==> config.mk <==
export PLATFORM = sky130hd
export DESIGN_NAME = gaus_cordic_mult
export DESIGN_NICKNAME = d
export VERILOG_FILES = /design/src/rtl/gaus_cordic_mult.sv
export SDC_FILE = /design/constraint.sdc
export NUM_CORES = 2
export LEC_CHECK = 0
export ABC_AREA = 1
export CAP_MARGIN = 20
export CORE_MARGIN = 5
export CORE_UTILIZATION = 58
export CTS_CLUSTER_SIZE = 12
export DETAILED_ROUTE_END_ITERATION = 7
export PLACE_DENSITY = 0.79
export SLEW_MARGIN = 20
export SYNTH_ARGS = -nofsm -noshare
export SYNTH_HDL_FRONTEND = slang
export SYNTH_SLANG_ARGS = --single-unit
==> constraint.sdc <==
create_clock -name iclk -period 5.9 [get_ports iclk]
set_input_delay 0.885 -clock iclk [delete_from_list [all_inputs] [get_ports iclk]]
set_output_delay 0.885 -clock iclk [all_outputs]
set_load 0.05 [all_outputs]
==> src/rtl/gaus_cordic_mult.sv <==
// Box-Muller output stage: quarter-wave ROM addressing, sign fold, radius multiply, round/saturate.
// Optional saturation counter (ports iclr/osat_cnt) enabled by defining GAUS_CORDIC_MULT_SAT_CNT_EN.
module gaus_cordic_mult #(
  parameter int unsigned pTAB_LAT = 2,
  parameter int unsigned pRAD_W   = 16,
  parameter int unsigned pDAT_W   = 16,
  parameter int unsigned pSHIFT   = 19
) (
  input  logic                     iclk,
  input  logic                     ireset_n,
  input  logic                     iclkena,
  input  logic                     ival,
  input  logic [10:0]              iphase,
  input  logic [pRAD_W-1:0]        iradius,
  output logic                     otab_clkena,
  output logic [8:0]               otab_cos_addr,
  output logic [8:0]               otab_sin_addr,
  input  logic [17:0]              itab_cos,
  input  logic [17:0]              itab_sin,
  output logic                     oval,
  output logic signed [pDAT_W-1:0] ox,
  output logic signed [pDAT_W-1:0] oy
`ifdef GAUS_CORDIC_MULT_SAT_CNT_EN
  ,
  input  logic                     iclr,
  output logic [15:0]              osat_cnt
`endif
);

  localparam int unsigned DLY_N  = pTAB_LAT + 1;
  localparam int unsigned PROD_W = 19 + pRAD_W + 1;
  localparam logic signed [PROD_W-1:0] RND     = PROD_W'(64'sd1 <<< (pSHIFT - 1));
  localparam logic signed [PROD_W-1:0] SAT_MAX = PROD_W'((64'sd1 <<< (pDAT_W - 1)) - 64'sd1);
  localparam logic signed [PROD_W-1:0] SAT_MIN = -SAT_MAX;

  assign otab_clkena = iclkena;

  // Stage 1: ROM addressing; odd quadrants swap the cos/sin indices.
  logic [8:0] quarter_idx, quarter_inv, cos_addr_d, sin_addr_d;

  always_comb begin
    quarter_idx = iphase[8:0];
    quarter_inv = 9'd511 - quarter_idx;
    cos_addr_d  = iphase[9] ? quarter_inv : quarter_idx;
    sin_addr_d  = iphase[9] ? quarter_idx : quarter_inv;
  end

  logic [1:0]        quad_q [DLY_N];
  logic [pRAD_W-1:0] rad_q  [DLY_N];
  logic [DLY_N-1:0]  vld_q;

  always_ff @(posedge iclk or negedge ireset_n) begin
    if (!ireset_n) begin
      otab_cos_addr <= '0;
      otab_sin_addr <= '0;
      vld_q         <= '0;
      for (int i = 0; i < DLY_N; i++) begin
        quad_q[i] <= '0;
        rad_q[i]  <= '0;
      end
    end else if (iclkena) begin
      otab_cos_addr <= cos_addr_d;
      otab_sin_addr <= sin_addr_d;
      vld_q         <= {vld_q[DLY_N-2:0], ival};
      quad_q[0]     <= iphase[10:9];
      rad_q[0]      <= iradius;
      for (int i = 1; i < DLY_N; i++) begin
        quad_q[i] <= quad_q[i-1];
        rad_q[i]  <= rad_q[i-1];
      end
    end
  end

  // Stage 2: sign fold of the ROM magnitudes, side data taken from the aligned tap.
  logic [1:0]         quad_tap;
  logic signed [18:0] cos_ext, sin_ext, cos_fold_d, sin_fold_d;
  logic signed [18:0] cos_fold_q, sin_fold_q;
  logic [pRAD_W-1:0]  rad_fold_q;
  logic               vld_fold_q;

  assign quad_tap = quad_q[pTAB_LAT];

  always_comb begin
    cos_ext    = signed'({1'b0, itab_cos});
    sin_ext    = signed'({1'b0, itab_sin});
    cos_fold_d = (quad_tap[1] ^ quad_tap[0]) ? -cos_ext : cos_ext;
    sin_fold_d = quad_tap[1] ? -sin_ext : sin_ext;
  end

  always_ff @(posedge iclk or negedge ireset_n) begin
    if (!ireset_n) begin
      cos_fold_q <= '0;
      sin_fold_q <= '0;
      rad_fold_q <= '0;
      vld_fold_q <= 1'b0;
    end else if (iclkena) begin
      cos_fold_q <= cos_fold_d;
      sin_fold_q <= sin_fold_d;
      rad_fold_q <= rad_q[pTAB_LAT];
      vld_fold_q <= vld_q[pTAB_LAT];
    end
  end

  // Stage 3: signed x zero-extended radius, full-width product.
  logic signed [pRAD_W:0]   rad_s;
  logic signed [PROD_W-1:0] prod_x_d, prod_y_d, prod_x_q, prod_y_q;
  logic                     vld_prod_q;

  always_comb begin
    rad_s    = signed'({1'b0, rad_fold_q});
    prod_x_d = PROD_W'(cos_fold_q) * PROD_W'(rad_s);
    prod_y_d = PROD_W'(sin_fold_q) * PROD_W'(rad_s);
  end

  always_ff @(posedge iclk or negedge ireset_n) begin
    if (!ireset_n) begin
      prod_x_q   <= '0;
      prod_y_q   <= '0;
      vld_prod_q <= 1'b0;
    end else if (iclkena) begin
      prod_x_q   <= prod_x_d;
      prod_y_q   <= prod_y_d;
      vld_prod_q <= vld_fold_q;
    end
  end

  // Stage 4: round half-up, arithmetic shift, symmetric saturation. Returns {sat, value}.
  function automatic logic [pDAT_W:0] round_sat(input logic signed [PROD_W-1:0] prod);
    logic signed [PROD_W-1:0] shifted;
    shifted = (prod + RND) >>> pSHIFT;
    if (shifted > SAT_MAX) begin
      round_sat = {1'b1, SAT_MAX[pDAT_W-1:0]};
    end else if (shifted < SAT_MIN) begin
      round_sat = {1'b1, SAT_MIN[pDAT_W-1:0]};
    end else begin
      round_sat = {1'b0, shifted[pDAT_W-1:0]};
    end
  endfunction

  logic [pDAT_W:0] res_x, res_y;

  always_comb begin
    res_x = round_sat(prod_x_q);
    res_y = round_sat(prod_y_q);
  end

  always_ff @(posedge iclk or negedge ireset_n) begin
    if (!ireset_n) begin
      oval <= 1'b0;
      ox   <= '0;
      oy   <= '0;
    end else if (iclkena) begin
      oval <= vld_prod_q;
      if (vld_prod_q) begin
        ox <= res_x[pDAT_W-1:0];
        oy <= res_y[pDAT_W-1:0];
      end
    end
  end

`ifdef GAUS_CORDIC_MULT_SAT_CNT_EN
  logic [15:0] sat_cnt_q;

  // Counts once per saturated output pair, sticking at full scale; clear has priority.
  always_ff @(posedge iclk or negedge ireset_n) begin
    if (!ireset_n) begin
      sat_cnt_q <= '0;
    end else if (iclkena) begin
      if (iclr) begin
        sat_cnt_q <= '0;
      end else if (vld_prod_q && (res_x[pDAT_W] || res_y[pDAT_W]) && (sat_cnt_q != 16'hFFFF)) begin
        sat_cnt_q <= sat_cnt_q + 16'd1;
      end
    end
  end

  assign osat_cnt = sat_cnt_q;
`endif

endmodule

==> summary.md <==
| Metric | Value |
|---|---|
| Status | complete, no violations |
| Clk_skew | 0.0223 ns |
| Final hold vios | 0 |
| CP cell instances | buf_4 > nand2_1 > fa_2 > buf_4 > fa_1 > fa_1 > fa_1 > fa_1 > fa_1 > inv_1 > ha_1 > a21oi_1 > o21a_1 > o21ai_0 > a21oi_1 > nand2_1 > or2_2 > nand3_1 > o21ai_0 |
| Yosys top cell by area | fa_1 |
| Remaining routing DRC violations | 0 |
| Non-filler instance count after layout | 5,132 |
| First-pass GRT wire length | 138,000 µm |
| WP buf/inv | 3 |
| DR iter-0 viols | 2,728 |
| Post-synth EDFFs | 0 |
| Detail-routed via count per cell | around 5.4 |
| Area post-placement | 35,700 µm² |
| Tcrit/Tclk final | 98.6% |
| Die Y | 249 µm |
| Placed cell count | just over 5,000 |
| Post-Syn Nets | slightly above 5,000 |
| Fin area | 37,700 µm² |
| First drt pass iteration count | 7 |
| Max Clock Freq | 172 MHz |
| Clock buffer count from CTS | 17 |
| Worst Setup Start Kind | register |
| Syn Std Cell Area | ~33,000 µm² |
| Post-synth cell types | 46 |
| Top Ports | 119 |
| Share of post-route cells with drive strength above 1 | 9.83% |
| Synth area leaders | fa_1 37%, dfrtp_1 15%, nand2_1 13% |
| CTS tree | yes |
| CP dominant cell by count | fa_1 |
| Clock sink count | 200 |
| Final wirelength | 86,300 µm |
| Fin. max-slew vios | 0 |
| Most common flop cell mapped by yosys | dfrtp_1 |
| Unrepaired setup endpoints after global routing | yes |
| Clk buf depth | 2 |
| Die area | between 60,000 and 70,000 µm² |
| Clk Latency, worst-skew pair | ~0.52 ns |
| H-Tree Depth | 4 |
| # diodes | 0 |
| Pin count of the biggest net entering global routing | 119 |
| Synth Area per Inst | 7.81 µm² |
| Crit Path Max Fanout | 7 |
| Synth top area share | 37.0% |
| Starting density of the core | 58.6% |
| Core Box Area | 56,400 µm² |
| FF+latch count, synth | 200 |
| Syn Inst Count | 4,230 |
| Total GRT Usage | between 20% and 30% |
| Least-Margin Pin Slew | around 1.1 ns |
| Leading cell types by count after synthesis | 1,163 x nand2_1, 1,117 x inv_1, 610 x fa_1 |
| Flop2flop setup slack | around 0.08 ns |
| Die X-Extent | 249 µm |
| Hold buffers post-CTS | 0 |
| Most common cell in the netlist | nand2_1 |
| Worst-path clk slew | ~0.080 ns |
| Gp weighted congestion | 1.02 |
| CP arrival | 6.16 ns |
| Post-synth ARST share | 100% |
| Worst path max stage delay | 0.66 ns |
| Crit path max-delay cell type | fa_2 |
| Crit Path Category | reg2reg |
| Global route total overflow | 0 |
| Layout area overhead | 14.2% |
| Number of global-route vias before repair | 27,900 |
| WL per Instance | 16.8 µm |
| I/O Buffers | 118 |
| CP endpoint kind | register |
| Yosys warning count | 0 |
| Hold Crit Class | in2async |
| Detail Placement HPWL | 66,500 µm |
| Proportion of synthesized chip area in sequential cells | 15.2% |
| Root Buffer | clkbuf_16 |
| Post-route ant nets | 0 |
| Setup violators final | 0 |
| CP top delay family | adder cells |
| Maxcap violations | 0 |
| Tmin final | 5.82 ns |
| Worst endpoint required time | 6.24 ns |
| Relative slew slack | around a quarter |
| Nets | 5,222 |
| Initial antenna violation count | 0 |
| Row cnt | 87 |
| Via count | approximately 28,000 |
## metal layers
metal	track usage, %	wire length, µm	vias up
met5	0	0	-
met4	10.4	3410	0
met3	6.61	8990	212
met2	41.2	38800	1303
met1	38.7	35100	13500
li1	-	-	12500
## flip-flops by register name (all words and copies together) (netlist names), 2 cells and up
name           count
rad_q             48
cos_fold_q        19
sin_fold_q        19
prod_x_q          18
prod_y_q          18
ox                16
oy                16
rad_fold_q        16
otab_cos_addr      9
otab_sin_addr      9
quad_q             4
vld_q              3
quad_tap           2
## worst register-to-register path, stage by stage, from the launching register on
cell,delay [ns]
dfrtp_2,0.43
buf_4,0.19
nand2_1,0.15
fa_2,0.66
buf_4,0.14
fa_1,0.45
fa_1,0.58
fa_1,0.43
fa_1,0.46
fa_1,0.51
inv_1,0.05
ha_1,0.39
a21oi_1,0.23
o21a_1,0.22
o21ai_0,0.10
a21oi_1,0.12
nand2_1,0.08
or2_2,0.27
nand3_1,0.06
o21ai_0,0.12
## cell type report
class	count	area [µm²]
inverters	1121	4220
flip-flops and latches	200	5030
well taps	756	946
multi-input cells	2723	24000
clock inverters	15	199
clock buffers	17	425
repair buffers	300	2930
fillers	4526	18700
## final timing paths
check / from / to / depth (start not counted)
setup / recovery: sin_fold_q[18] / prod_y_q[29] / 19
hold / removal: ireset_n / rad_q[24] / 1
setup reg to reg: sin_fold_q[18] / prod_y_q[29] / 19
hold reg to reg: rad_q[8] / rad_q[8] / 2
max in group asynchronous: ireset_n / rad_fold_q[5] / 2
min in group iclk: rad_q[8] / rad_q[8] / 2
## cells by family after synthesis
family,after synthesis,share of synthesized area (%)
AOI/OAI and AO/OA,350,5.95
xor gates and xnor gates,69,1.85
adders and majority gates,792,43.9
buffers and inverters,1307,15.0
DFF,200,15.2
and+or+nand+nor,1512,18.2
## placed cells by master (no fill, tap or decap), types with 9 or more instances in the layout
master | Yosys | routed
or2_2 | 9 | 9
ha_1 | 182 | 151
nand3_1 | 101 | 98
xnor2_1 | 30 | 30
o21bai_1 | 13 | 10
dfrtp_1 | 200 | 176
ha_4 | 0 | 26
nor3_1 | 19 | 13
clkbuf_16 | 0 | 23
a21oi_2 | 6 | 24
nand3b_1 | 12 | 12
buf_12 | 0 | 19
nand2_2 | 7 | 31
nor2_1 | 167 | 142
nand2_1 | 1163 | 1135
xor2_1 | 38 | 38
nand4_1 | 13 | 13
o21ai_1 | 2 | 18
nor2_2 | 5 | 17
a31oi_1 | 17 | 11
a21oi_1 | 88 | 68
clkdlybuf4s50_1 | 0 | 116
dfrtp_2 | 0 | 24
inv_1 | 1117 | 1108
buf_4 | 3 | 151
nor2_4 | 2 | 15
fa_1 | 610 | 597
fa_2 | 0 | 13
o21a_1 | 11 | 11
o21ai_0 | 174 | 154
## metrics by stage
step / utilization, % / setup TNS, ns / hold WS [ns] / worst slack (ns)
6_report: 66.9 / 0 / 0.420 / 0.0799
2_1_floorplan: - / 0 / 0.442 / 0.153
3_5_place_dp: 63.4 / -0.273 / 0.458 / -0.0515
3_3_place_gp: 63.4 / -0.00840 / 0.453 / -0.00840
4_1_cts: 64.5 / 0 / 0.470 / 0.000641
5_1_grt: 66.9 / -0.627 / 0.505 / -0.0911
## repair_timing
| action | CTS | global route |
|---|---|---|
| setup buffers | 0 | 29 |
| cloned | 0 | 6 |
| gates resized for setup | 8 | 246 |
| setup endpoints to repair | 13 | 35 |
| pin swaps | 0 | 44 |
Power is not shown: default switching activity piles up to over one toggle a cycle in this logic, so the estimate is an artifact.
